[src/rtl/gamepad_pkg.sv]
// Shared definitions for the Arduino pad bridge receiver: button code values
// and the debounce FSM state encoding.
package gamepad_pkg;

    localparam int unsigned CODE_NONE     = 0;
    localparam int unsigned CODE_CIRCLE   = 1;
    localparam int unsigned CODE_CROSS    = 2;
    localparam int unsigned CODE_SQUARE   = 3;
    localparam int unsigned CODE_TRIANGLE = 4;
    localparam int unsigned CODE_LEFT     = 5;
    localparam int unsigned CODE_RIGHT    = 6;
    localparam int unsigned CODE_UP       = 7;
    localparam int unsigned CODE_DOWN     = 8;
    localparam int unsigned CODE_R1       = 9;
    localparam int unsigned CODE_START    = 10;

    typedef enum logic [1:0] {
        ST_IDLE,
        ST_SETTLE,
        ST_LOCKED
    } rx_state_e;

    function automatic int unsigned max_u(input int unsigned a, input int unsigned b);
        return (a > b) ? a : b;
    endfunction

endpackage

[src/rtl/gamepad_debounce.sv]
// Synchronises the raw code/select pins and accepts a pair once it has been
// stable for STABLE_CYCLES cycles. Exposes `locked` when PAD_AUTOREPEAT_EN is defined.
module gamepad_debounce
    import gamepad_pkg::*;
#(
    parameter int unsigned CODE_W        = 4,
    parameter int unsigned SEL_W         = 1,
    parameter int unsigned STABLE_CYCLES = 4,
    parameter int unsigned CNT_W         = 3
) (
    input  logic              clock,
    input  logic              reset,
    input  logic [CODE_W-1:0] gpio_code,
    input  logic [SEL_W-1:0]  gpio_sel,
    output logic              accept_stb,
`ifdef PAD_AUTOREPEAT_EN
    output logic              locked,
`endif
    output logic [CODE_W-1:0] pair_code,
    output logic [SEL_W-1:0]  pair_sel
);

    logic [CODE_W-1:0] sync1_code_q, sync1_code_d, s_code_q, s_code_d;
    logic [SEL_W-1:0]  sync1_sel_q, sync1_sel_d, s_sel_q, s_sel_d;
    logic [CODE_W-1:0] pend_code_q, pend_code_d, acc_code_q, acc_code_d;
    logic [SEL_W-1:0]  pend_sel_q, pend_sel_d, acc_sel_q, acc_sel_d;
    logic [CNT_W-1:0]  cnt_q, cnt_d;
    rx_state_e         state_q, state_d;
    logic              s_ne_pend, s_ne_acc;

    always_ff @(posedge clock or posedge reset) begin
        if (reset) begin
            sync1_code_q <= '0;
            sync1_sel_q  <= '0;
            s_code_q     <= '0;
            s_sel_q      <= '0;
            pend_code_q  <= '0;
            pend_sel_q   <= '0;
            acc_code_q   <= '0;
            acc_sel_q    <= '0;
            cnt_q        <= '0;
            state_q      <= ST_IDLE;
        end else begin
            sync1_code_q <= sync1_code_d;
            sync1_sel_q  <= sync1_sel_d;
            s_code_q     <= s_code_d;
            s_sel_q      <= s_sel_d;
            pend_code_q  <= pend_code_d;
            pend_sel_q   <= pend_sel_d;
            acc_code_q   <= acc_code_d;
            acc_sel_q    <= acc_sel_d;
            cnt_q        <= cnt_d;
            state_q      <= state_d;
        end
    end

    always_comb begin
        sync1_code_d = gpio_code;
        sync1_sel_d  = gpio_sel;
        s_code_d     = sync1_code_q;
        s_sel_d      = sync1_sel_q;
        pend_code_d  = pend_code_q;
        pend_sel_d   = pend_sel_q;
        acc_code_d   = acc_code_q;
        acc_sel_d    = acc_sel_q;
        cnt_d        = cnt_q;
        state_d      = state_q;
        accept_stb   = 1'b0;
        s_ne_pend    = {s_code_q, s_sel_q} != {pend_code_q, pend_sel_q};
        s_ne_acc     = {s_code_q, s_sel_q} != {acc_code_q, acc_sel_q};

        case (state_q)
            ST_IDLE, ST_LOCKED: begin
                if (s_ne_acc) begin
                    state_d     = ST_SETTLE;
                    cnt_d       = '0;
                    pend_code_d = s_code_q;
                    pend_sel_d  = s_sel_q;
                end
            end
            ST_SETTLE: begin
                if (s_ne_pend) begin
                    cnt_d       = '0;
                    pend_code_d = s_code_q;
                    pend_sel_d  = s_sel_q;
                end else if (cnt_q == CNT_W'(STABLE_CYCLES - 1)) begin
                    // A pair that settles back onto the accepted one locks silently.
                    state_d    = ST_LOCKED;
                    acc_code_d = pend_code_q;
                    acc_sel_d  = pend_sel_q;
                    accept_stb = {pend_code_q, pend_sel_q} != {acc_code_q, acc_sel_q};
                end else if (cnt_q != '1) begin
                    cnt_d = cnt_q + 1'b1;
                end
            end
            default: state_d = ST_IDLE;
        endcase
    end

    assign pair_code = pend_code_q;
    assign pair_sel  = pend_sel_q;
`ifdef PAD_AUTOREPEAT_EN
    assign locked    = (state_q == ST_LOCKED);
`endif

endmodule

[src/rtl/gamepad_rx.sv]
// Multi-channel pad receiver: decodes debounced code/select pairs into one-hot
// button vectors with press/release/error pulses. Auto-repeat via PAD_AUTOREPEAT_EN.
// `release` is a reserved word, so that output is named release_pulse.
module gamepad_rx
    import gamepad_pkg::*;
#(
    parameter int unsigned NUM_CH        = 2,
    parameter int unsigned NUM_BTN       = 10,
    parameter int unsigned CODE_W        = 4,
    parameter int unsigned STABLE_CYCLES = 500000,
    parameter int unsigned REPEAT_CYCLES = 5000000,
    localparam int unsigned SEL_W        = (NUM_CH > 1) ? $clog2(NUM_CH) : 1
) (
    input  logic                      clock,
    input  logic                      reset,
    input  logic [CODE_W-1:0]         gpio_code,
    input  logic [SEL_W-1:0]          gpio_sel,
    output logic [NUM_CH*NUM_BTN-1:0] btn,
    output logic [NUM_CH-1:0]         press,
    output logic [NUM_CH-1:0]         release_pulse,
    output logic                      err_code
);

`ifdef PAD_AUTOREPEAT_EN
    localparam int unsigned CNT_W = $clog2(max_u(STABLE_CYCLES, REPEAT_CYCLES)) + 1;
`else
    localparam int unsigned CNT_W = $clog2(STABLE_CYCLES) + 1;
`endif

    if (STABLE_CYCLES < 2) begin : g_chk_stable
        $error("STABLE_CYCLES must be at least 2");
    end
    if ((1 << CODE_W) <= NUM_BTN) begin : g_chk_code_w
        $error("CODE_W too narrow for NUM_BTN");
    end
    if (REPEAT_CYCLES < 1) begin : g_chk_repeat
        $error("REPEAT_CYCLES must be at least 1");
    end

    logic                      accept_stb;
    logic [CODE_W-1:0]         pair_code;
    logic [SEL_W-1:0]          pair_sel;
    logic [NUM_CH*NUM_BTN-1:0] btn_q, btn_d;
    logic [NUM_CH-1:0]         press_q, press_d, release_q, release_d;
    logic                      err_q, err_d;
    logic                      code_ok, sel_ok;
    logic [NUM_BTN-1:0]        onehot;

`ifdef PAD_AUTOREPEAT_EN
    logic             locked;
    logic [CNT_W-1:0] rpt_q, rpt_d;
`endif

    gamepad_debounce #(
        .CODE_W       (CODE_W),
        .SEL_W        (SEL_W),
        .STABLE_CYCLES(STABLE_CYCLES),
        .CNT_W        (CNT_W)
    ) u_debounce (
        .clock     (clock),
        .reset     (reset),
        .gpio_code (gpio_code),
        .gpio_sel  (gpio_sel),
        .accept_stb(accept_stb),
`ifdef PAD_AUTOREPEAT_EN
        .locked    (locked),
`endif
        .pair_code (pair_code),
        .pair_sel  (pair_sel)
    );

    always_ff @(posedge clock or posedge reset) begin
        if (reset) begin
            btn_q     <= '0;
            press_q   <= '0;
            release_q <= '0;
            err_q     <= 1'b0;
        end else begin
            btn_q     <= btn_d;
            press_q   <= press_d;
            release_q <= release_d;
            err_q     <= err_d;
        end
    end

    always_comb begin
        btn_d     = btn_q;
        press_d   = '0;
        release_d = '0;
        err_d     = 1'b0;
        code_ok   = 32'(pair_code) <= NUM_BTN;
        sel_ok    = 32'(pair_sel) < NUM_CH;
        onehot    = NUM_BTN'(1) << (pair_code - CODE_W'(1));

        if (accept_stb) begin
            if (!sel_ok || !code_ok) begin
                err_d = 1'b1;
            end else if (pair_code == CODE_W'(CODE_NONE)) begin
                btn_d = '0;
                for (int unsigned c = 0; c < NUM_CH; c++) begin
                    release_d[c] = |btn_q[c*NUM_BTN +: NUM_BTN];
                end
            end else begin
                for (int unsigned c = 0; c < NUM_CH; c++) begin
                    if (32'(pair_sel) == c) begin
                        btn_d[c*NUM_BTN +: NUM_BTN] = onehot;
                        press_d[c] = btn_q[c*NUM_BTN +: NUM_BTN] != onehot;
                    end
                end
            end
        end

`ifdef PAD_AUTOREPEAT_EN
        // Repeat phase runs only while locked on a valid button; acceptance restarts it.
        rpt_d = '0;
        if (!accept_stb && locked && sel_ok && code_ok && pair_code != CODE_W'(CODE_NONE)) begin
            if (rpt_q == CNT_W'(REPEAT_CYCLES - 1)) begin
                for (int unsigned c = 0; c < NUM_CH; c++) begin
                    if (32'(pair_sel) == c) begin
                        press_d[c] = 1'b1;
                    end
                end
            end else begin
                rpt_d = rpt_q + 1'b1;
            end
        end
`endif
    end

`ifdef PAD_AUTOREPEAT_EN
    always_ff @(posedge clock or posedge reset) begin
        if (reset) begin
            rpt_q <= '0;
        end else begin
            rpt_q <= rpt_d;
        end
    end
`endif

    assign btn           = btn_q;
    assign press         = press_q;
    assign release_pulse = release_q;
    assign err_code      = err_q;

endmodule

[config.mk]
export PLATFORM = sky130hd
export DESIGN_NAME = gamepad_rx
export DESIGN_NICKNAME = d
export VERILOG_FILES = /design/src/rtl/gamepad_pkg.sv /design/src/rtl/gamepad_debounce.sv /design/src/rtl/gamepad_rx.sv
export SDC_FILE = /design/constraint.sdc
export NUM_CORES = 1
export LEC_CHECK = 0
export CORE_ASPECT_RATIO = 1.5
export CORE_MARGIN = 1
export CORE_UTILIZATION = 50
export CTS_CLUSTER_DIAMETER = 60
export DETAILED_ROUTE_END_ITERATION = 12
export GPL_TIMING_DRIVEN = 0
export PLACE_DENSITY_LB_ADDON = 0.12
export SKIP_LAST_GASP = 1
export SYNTH_ARGS = -nofsm -noshare
export SYNTH_HDL_FRONTEND = slang
export SYNTH_SLANG_ARGS = --single-unit
[constraint.sdc]
create_clock -name clock -period 4.42 [get_ports clock]
set_input_delay 0.442 -clock clock [delete_from_list [all_inputs] [get_ports clock]]
set_output_delay 0.442 -clock clock [all_outputs]
set_load 0.01 [all_outputs]
==> metrics.md <==
| Metric | Value |
|---|---|
| RSZ-0062 raised after global routing | `false` |
| Drt pass-1 iters | `4` |
| Core box area | `6940 um^2` |
| Mean area per synthesized cell | `10.1 um^2` |
| Initial antenna violation count | `0` |
| Net Sw Power | `0.000304 W` |
| CP Cell Sequence | `clkbuf_1, clkbuf_1, buf_2, nand2_1, nand2_1, o21ai_0, a2111oi_0, a211oi_1` |
| DRC viols | `0` |
| Sequential share of power | `49.3%` |
| Unique masters post-synth | `52` |
| Initial Utilization | `52.2%` |
| Final Hold Vio Count | `0` |
| Worst setup EP type | `register` |
| Status | `finished, final reports clean` |
| Worst Setup Start Kind | `register` |
| Worst Path Buf+Inv | `3` |
| Vias per cell | `6.14` |
| ANT cells | `0` |
| Area leader, netlist | `dfrtp_1` |
| Most used DFF post-synth | `dfrtp_1` |
| Power density cells | `297 nW/um^2` |
| Post-CTS Repair Setup Buffers | `0` |
| Worst-Margin Slew | `0.796 ns` |
| Critical-path top delay cell | `a2111oi_0` |
| Critical path class | `reg -> reg` |
| DRT Wirelength | `8680 um` |
| Via Count | `2980` |
| Max-cap violations | `0` |
| Share of layout cells above drive strength 1 | `16.0%` |
| Int Power | `0.000964 W` |
| Yosys reg bits | `67` |
| Post-synth EDFFs | `0` |
| Largest net degree at the start of global routing | `42` |
| Clock sink count | `67` |
| Routed len/inst | `17.9 um` |
| Top post-synthesis cells by area | `dfrtp_1 (46%), mux2_2 (9.3%), nor2_1 (3.4%), xnor2_1 (3.1%), nand2_1 (3.0%)` |
| Setup tns final | `0 ns` |
| Cts bufs inserted | `9` |
| CP top delay family | `buffers and inverters` |
| DP HPWL | `6310 um` |
| Synth Instances | `359` |
| Clock power share | `44.2%` |
| DIE AREA | `7600 um^2` |
| Most common cell in the netlist | `dfrtp_1` |
| Final Max Slew Viols | `0` |
| Post-CTS Resized | `0` |
| Quantity of I/O buffers inserted on ports | `31` |
| Vias in the first global route | `2934` |
| Gr usage total | `25.3%` |
| Max rail drop VDD | `0.000216 V` |
| First-pass GRT wire length | `14600 um` |
| Syn_nets | `367` |
| CTS tree | `yes` |
| Static leakage | `1.77 nW` |
| Setup-failing EPs final | `0` |
| Cell total after placement | `469` |
| Final nets | `410` |
| Hold_buf cts | `0` |
| FMAX | `0.379 GHz` |
| Area share of the largest cell type after synthesis | `46.2%` |
| Crit path time final | `2.64 ns` |
| CP arrival | `2.85 ns` |
| Max incr delay on CP | `0.60 ns` |
| Row count | `37` |
| Max-slew headroom | `46.4%` |
| Synth warn | `0` |
| Root Buffer Master | `clkbuf_8` |
| Die Y-Extent | `106 um` |
| GPL Wtd Cong | `0.953` |
| Register area share after synthesis | `46.2%` |
| Reg clk slew, reported paths | `0.07 ns` |
| Logic pwr share | `6.5%` |
| Worst EP required | `4.63 ns` |
| Tcrit/Tclk final | `59.8%` |
| Final cell count without fillers | `485` |
| Async SR Flop Fraction | `100%` |
| Final antenna-violating net count | `0` |
| Worst Path Max Fanout | `10` |
| CTS max path bufs | `2` |
| Top cell types by occurrence after synthesis | `dfrtp_1 (67), nor2_1 (33), mux2_2 (30)` |
| Sw Share | `24.0%` |
| Area grow syn2layout | `17.8%` |
| Die Wd | `71.5 um` |
| I/O pins | `32` |
| Total grt overflow | `0` |
| Skew final | `0.00626 ns` |
| Clk_lat worst skew | `0.36 ns` |
| H-Tree Depth | `3` |
| Cell Area, Synth | `3630 um^2` |
| DR iter-0 viols | `121` |
| Hold crit path type | `reg -> reg` |
## area by class of cell
class | instances | area [um^2]
plain buffers | 18 | 78.8
repair buffers | 32 | 330
inverters | 12 | 45.0
well taps | 78 | 97.6
flip-flops and latches | 67 | 1680
multi-input cells | 262 | 1830
fillers | 573 | 2670
clock inverters | 7 | 92.6
clock buffers | 9 | 124
## path summary, 6_finish.rpt
check / startpoint / end / slack, ns / cells after the start
worst max-delay path: u_debounce.pair_code[1] / press[0] / 1.78 / 8
worst min-delay path: u_debounce.s_code_d[1] / u_debounce.s_code_q[1] / 0.35 / 0
worst max register to register: u_debounce.pair_code[1] / press[0] / 1.78 / 8
worst min register to register: u_debounce.s_code_d[1] / u_debounce.s_code_q[1] / 0.35 / 0
max in group asynchronous: reset / u_debounce.s_code_q[3] / 3.33 / 3
min in group asynchronous: reset / u_debounce.cnt_q[7] / 0.47 / 2
## placed cells by master (no fill, tap or decap), drive strengths merged, types with 5 or more instances in the layout
cell type and instances:
clkdlybuf4s50 31, nand3b 8, a211oi 7, mux2i 5, nor2 33, o21ai 12, nor3 12, a21oi 16
clkinv 5, nand2 29, mux2 30, nor2b 5, inv 12, nor4 7, nand2b 8, nand3 10
clkbuf 20, buf 8, nand4 10, xor2 8, xnor2 13, dfrtp 67
## power groups by stage
| stage | combinational, W | sequential (W) | clock (W) |
|---|---|---|---|
| 6_report | 0.0000823 | 0.000624 | 0.000561 |
| 2_1_floorplan | 0.0000569 | 0.000635 | 0 |
| 3_3_place_gp | 0.0000795 | 0.000636 | 0 |
| 4_1_cts | 0.0000827 | 0.000624 | 0.000573 |
| 3_5_place_dp | 0.0000825 | 0.000636 | 0 |
| 5_1_grt | 0.0000920 | 0.000625 | 0.000600 |
## per-stage QoR
step                util (%)  instance area, um^2  hold slack, ns  total power, W  setup WS [ns]
global placement        58.1                 4030           0.332        0.000716           1.18
finish                  61.5                 4270           0.350         0.00127           1.78
floorplan                  -                 3630           0.331        0.000692           2.17
CTS                     61.5                 4270           0.353         0.00128           1.81
detailed placement      58.4                 4050           0.337        0.000719           1.82
global route            61.5                 4270           0.368         0.00132           1.59
## sequential cells by signal (all words and copies together), names as in the netlist
name                   count
press                      2
u_debounce.s_sel_q         1
u_debounce.cnt_q          20
u_debounce.pair_sel        1
u_debounce.s_sel_d         1
u_debounce.pair_code       4
btn                       20
err_code                   1
u_debounce.acc_sel_q       1
u_debounce.state_q         2
u_debounce.acc_code_q      4
u_debounce.s_code_q        4
release_pulse              2
u_debounce.s_code_d        4
## layer usage
metal	share of wire (%)	global-route usage, %	wire length (um)
met5	0	0	0
met4	2.9	13.9	255
met3	3.1	4.83	271
met2	54	43.7	4650
met1	40	29.1	3510
## kinds of logic (layout without fill, tap and decap cells)
group,count (synthesis),in the layout,synth area share [%]
buffers and inverters,30,78,3.42
AND/OR/NAND/NOR,144,144,22.3
adder cells (fa/ha/maj),1,1,0.345
multiplexers,35,35,10.7
XOR/XNOR,21,21,5.07
flip-flops,67,67,46.2
AO/OA/AOI/OAI,61,61,12.0
No activity file was read; power rests on OpenSTA's default activity.
==> RTL change 1 (same flow settings) <==
The parameter `NUM_BTN` goes from 10 to 5.
--- a/src/rtl/gamepad_rx.sv
+++ b/src/rtl/gamepad_rx.sv
@@ -5,7 +5,7 @@
     import gamepad_pkg::*;
 #(
     parameter int unsigned NUM_CH        = 2,
-    parameter int unsigned NUM_BTN       = 10,
+    parameter int unsigned NUM_BTN       = 5,
     parameter int unsigned CODE_W        = 4,
     parameter int unsigned STABLE_CYCLES = 500000,
     parameter int unsigned REPEAT_CYCLES = 5000000,
Interface: changed (resized btn); port bits go from 32 to 22. The function was not compared with the original's and may differ.
==> RTL change 1 against the unedited design <==
- sequential cell count fell by 10
- design area fell by 13%
- power fell by 10%
- routed wire length fell by 22%
- global-route usage fell by 2.5 points
- area after synthesis fell by 13%
- setup slack improved by 170 ps
- largest cell class unchanged
- synthesized cell count fell by 18%
- maximum frequency rose by 6.9%
==> RTL change 1: results (changes against the unedited design) <==
Post-DP Area: 0.00348 mm^2 (-14%)
CP arrival: 2680 ps (-170 ps)
Power Density: 308 mW/mm^2 (+3.9%)
Clock Skew: 10.7 ps (+4.39 ps)
Synth area leaders: dfrtp_1 (45%), mux2_2 (6.8%), mux2i_1 (6.0%), o21ai_0 (3.6%), o21bai_1 (3.6%)
Vias in the first global route: 2413 (-18%)
Global Route met3 Usage: 5.39% (+0.56 points)
Crit path max-delay family: simple AND/OR/NAND/NOR gates
Part of the power in registers: 46.9% (-2.4 points)
Min-Delay Path Depth: 0 (unchanged)
Synth Area in Adders: 0.792% (+0.45 points)
Register area share after synthesis: 45.1% (-1.1 points)
Mux cell area share after synthesis: 12.8% (+2.1 points)
Beginning of the worst hold path: u_debounce.s_sel_d$_DFF_PP0_
WL final: 6800 um (-22%)
Average size of a mapped cell: 10.7 um^2 (+5.7%)
Pleak: 1.49 nW (-16%)
Reg2Reg Setup Slack: 1950 ps (+170 ps)
Die area: 0.00665 mm^2 (-13%)
Rel. slew slack: 53.8% (+7.4 points)
Comb power frac: 6.1% (-0.4 points)
Critical R2R Capture: press[1]$_DFF_PP0_
Largest net degree at the start of global routing: 34 (-19%)
Antenna violations before repair: 0 (unchanged)
Iteration-0 DRC Markers: 176 (+45%)
Final hold slack: 350 ps (-0.415 ps)
Net count, final: 338 (-18%)
Placed cells: 392 (-16%)
Routing usage on met1: 25.2% (-3.8 points)
CTS clk-pin slew, worst paths: 70 ps (about the same)
# port buffers: 21 (-32%)
Outcome: finished clean
Met2 usage: 40.2% (-3.5 points)
Worst Hold End: u_debounce.s_sel_q$_DFF_PP0_
R2r startpoint: u_debounce.pair_code[1]$_DFFE_PP0P_
Avg Vias per Cell: 5.96 (-3.0%)
Post-Synth XOR/XNOR Area: 4.71% (-0.36 points)
Critical-path top delay cell: or3b_2
DP HPWL: 4880 um (-23%)
Worst-case vdd ir drop: 0.287 mV (+33%)
Most Crowded Layer GR: met2
Compound-Gate Fraction of Synth Area: 15.2% (+3.3 points)
Syn_nets: 305 (-17%)
WL met2: 3640 um (-22%)
First-pass GRT wire length: 11300 um (-23%)
DRT met1 WL: 2740 um (-22%)
Layout cells sized above 1: 18.9% (+2.9 points)
Drt wl/cell: 16.7 um (-6.9%)
Gr usage total: 22.8% (-2.5 points)
Routability cong.: 0.839 (-12%)
Met3 Wirelength: 230 um (-15%)
Switching Fraction: 23.4% (-0.56 points)
Cell variety after synth: 51 (-1.9%)
Synth top cells by count: dfrtp_1 (57), o21ai_0 (23), mux2_2 (19), mux2i_1 (19), nor2_1 (16)
Worst skew pair latency: 340 ps (-20 ps)
==> RTL change 1: worst max path at each step <==
stage                                        startpoint                               end  slack, ps
CTS                 u_debounce.pair_code[1]$_DFFE_PP0P_                press[1]$_DFF_PP0_       1920
finish              u_debounce.pair_code[1]$_DFFE_PP0P_                press[1]$_DFF_PP0_       1950
global placement                                  reset        release_pulse[1]$_DFF_PP0_       1500
floorplan           u_debounce.pair_code[1]$_DFFE_PP0P_                press[1]$_DFF_PP0_       2190
detailed placement  u_debounce.pair_code[1]$_DFFE_PP0P_                press[1]$_DFF_PP0_       1940
global route            u_debounce.cnt_q[0]$_DFFE_PP0P_  u_debounce.cnt_q[16]$_DFFE_PP0P_       1820
==> RTL change 1: layout make-up <==
class                      count  area [um^2]
fill                         515         2430
multi-input combinational    209         1570
buffer                        21          130
tap                           74         92.6
sequential                    57         1430
clock buffer                   9          124
timing repair buffer          22          230
inverter                       9         33.8
clock inverter                 7         95.1
==> RTL change 2 (same settings) <==
Without the edit above. Encoding of `rx_state_e`: now one-hot (3 bits for 3 states).
--- a/src/rtl/gamepad_pkg.sv
+++ b/src/rtl/gamepad_pkg.sv
@@ -14,10 +14,10 @@
     localparam int unsigned CODE_R1       = 9;
     localparam int unsigned CODE_START    = 10;
 
-    typedef enum logic [1:0] {
-        ST_IDLE,
-        ST_SETTLE,
-        ST_LOCKED
+    typedef enum logic [2:0] {
+        ST_IDLE   = 3'b001,
+        ST_SETTLE = 3'b010,
+        ST_LOCKED = 3'b100
     } rx_state_e;
 
     function automatic int unsigned max_u(input int unsigned a, input int unsigned b);
Behaviour: same outputs for any inputs over 10 cycles, from zero or initial values and one cycle with reset high; not proved beyond that.
==> RTL change 2 against the unedited design <==
- clock skew up 1.2 ps
- cell count increased by 6.6%
- sequential cell count grew 1
- design area up 2.6%
- highest routed layer unchanged
- setup slack lost 290 ps
- count of clock-buffer cells in the layout stayed put
- largest cell class unchanged
- area after synthesis up 1.9%
- routed wire length increased by 3.5%
- die area up 1.9%
- core utilization shrank 0.46 points
Power is not compared: it rests on default switching activity, and its combinational part moved more than twofold at a synthesized area within 25%.
==> RTL change 2: results (changes against the unedited design) <==
Outcome: finished clean
Crit path max-delay family: simple AND/OR/NAND/NOR gates
CP arrival: 3170 ps (+320 ps)
Routability cong.: 0.949 (-0.45%)
CP startpoint: u_debounce.state_q[0]$_DFFE_PP1P_
Post-DP Area: 0.00413 mm^2 (+2.0%)
Net count, final: 420 (+2.4%)
Placed cells: 501 (+6.8%)
Largest net degree at the start of global routing: 69 (+64%)
Final hold slack: 352 ps (+1.86 ps)
R2r worst-path depth: 7 (-1)
Worst Hold End: u_debounce.s_code_q[3]$_DFF_PP0_
Beginning of the worst hold path: u_debounce.s_code_d[3]$_DFF_PP0_
Crit path buf inv count: 2 (-1)
Worst-Margin Slew: 820 ps (+23.4 ps)
Synth top cells by count: dfrtp_1 (67), o21ai_0 (29), mux2_2 (24), nand2_1 (24)
DP HPWL: 6400 um (+1.4%)
Layout cells sized above 1: 13.9% (-2.1 points)
Register area share after synthesis: 46.1% (-0.17 points)
First-pass GRT wire length: 15100 um (+3.5%)
Gr usage total: 25.9% (+0.60 points)
WL final: 8990 um (+3.5%)
Avg Vias per Cell: 5.93 (-3.5%)
Vias: 3065 (+2.9%)
Iteration-0 DRC Markers: 125 (+3.3%)
Synth area leaders: dfrtp_1 (45%), mux2_2 (7.3%), o21ai_0 (3.9%), xor2_1 (3.1%), a21oi_1 (3.0%)
Cell variety after synth: 55 (+5.8%)
Average size of a mapped cell: 9.99 um^2 (-1.1%)
Critical R2R Capture: u_debounce.cnt_q[17]$_DFFE_PP0P_
==> RTL change 2: changes by cell type after synthesis, moves of 7 or more <==
| cell | change |
|---|---|
| nor2_1 | -11 |
| o21ai_0 | +17 |
| o31ai_1 | +7 |
| or3_1 | +7 |
| or4_1 | +7 |
| xnor2_1 | -8 |
==> RTL change 2: worst reg2reg max path: cells and delay by family (launching register included) <==
family	cells	cell delay [ps]
AO/OA/AOI/OAI	2	440
AND/OR/NAND/NOR	3	1190
flip-flops	1	590
buffers and inverters	2	590
==> RTL change 2: area by class of cell <==
class | count | area, um^2
plain buffers | 22 | 103
clock buffers | 9 | 124
clock inverters | 7 | 124
fillers | 622 | 2800
inverters | 6 | 25.0
multi-input cells | 274 | 1870
flip-flops and latches | 68 | 1700
well taps | 100 | 125
repair buffers | 31 | 310
==> RTL change 2: power groups by stage <==
stage	Combinational [mW]	Sequential (mW)	Clock, mW
after detailed placement	0.748	0.708	0
after floorplan	0.546	0.700	0
after CTS	0.753	0.696	0.652
final	0.752	0.695	0.637
after global placement	0.742	0.706	0
after global routing	0.833	0.700	0.674
==> RTL change 2: cell families (layout without fill, tap and decap cells) <==
| logic type | after synthesis | after routing | synth area share (%) |
|---|---|---|---|
| simple gates | 145 | 145 | 23.3 |
| fa+ha+maj | 1 | 1 | 0.338 |
| compound gates | 82 | 82 | 13.7 |
| xor+xnor | 18 | 18 | 4.27 |
| flops | 68 | 68 | 46.1 |
| mux | 28 | 28 | 8.94 |
| buf+inv | 28 | 75 | 3.38 |
==> RTL change 2: metal layers <==
layer | GRT usage [%] | wire [um] | vias up
li1 | - | - | 1465
met1 | 28.0 | 3520 | 1508
met2 | 46.7 | 4880 | 73
met3 | 6.09 | 349 | 19
met4 | 12.2 | 239 | 0
met5 | 0 | 0 | -
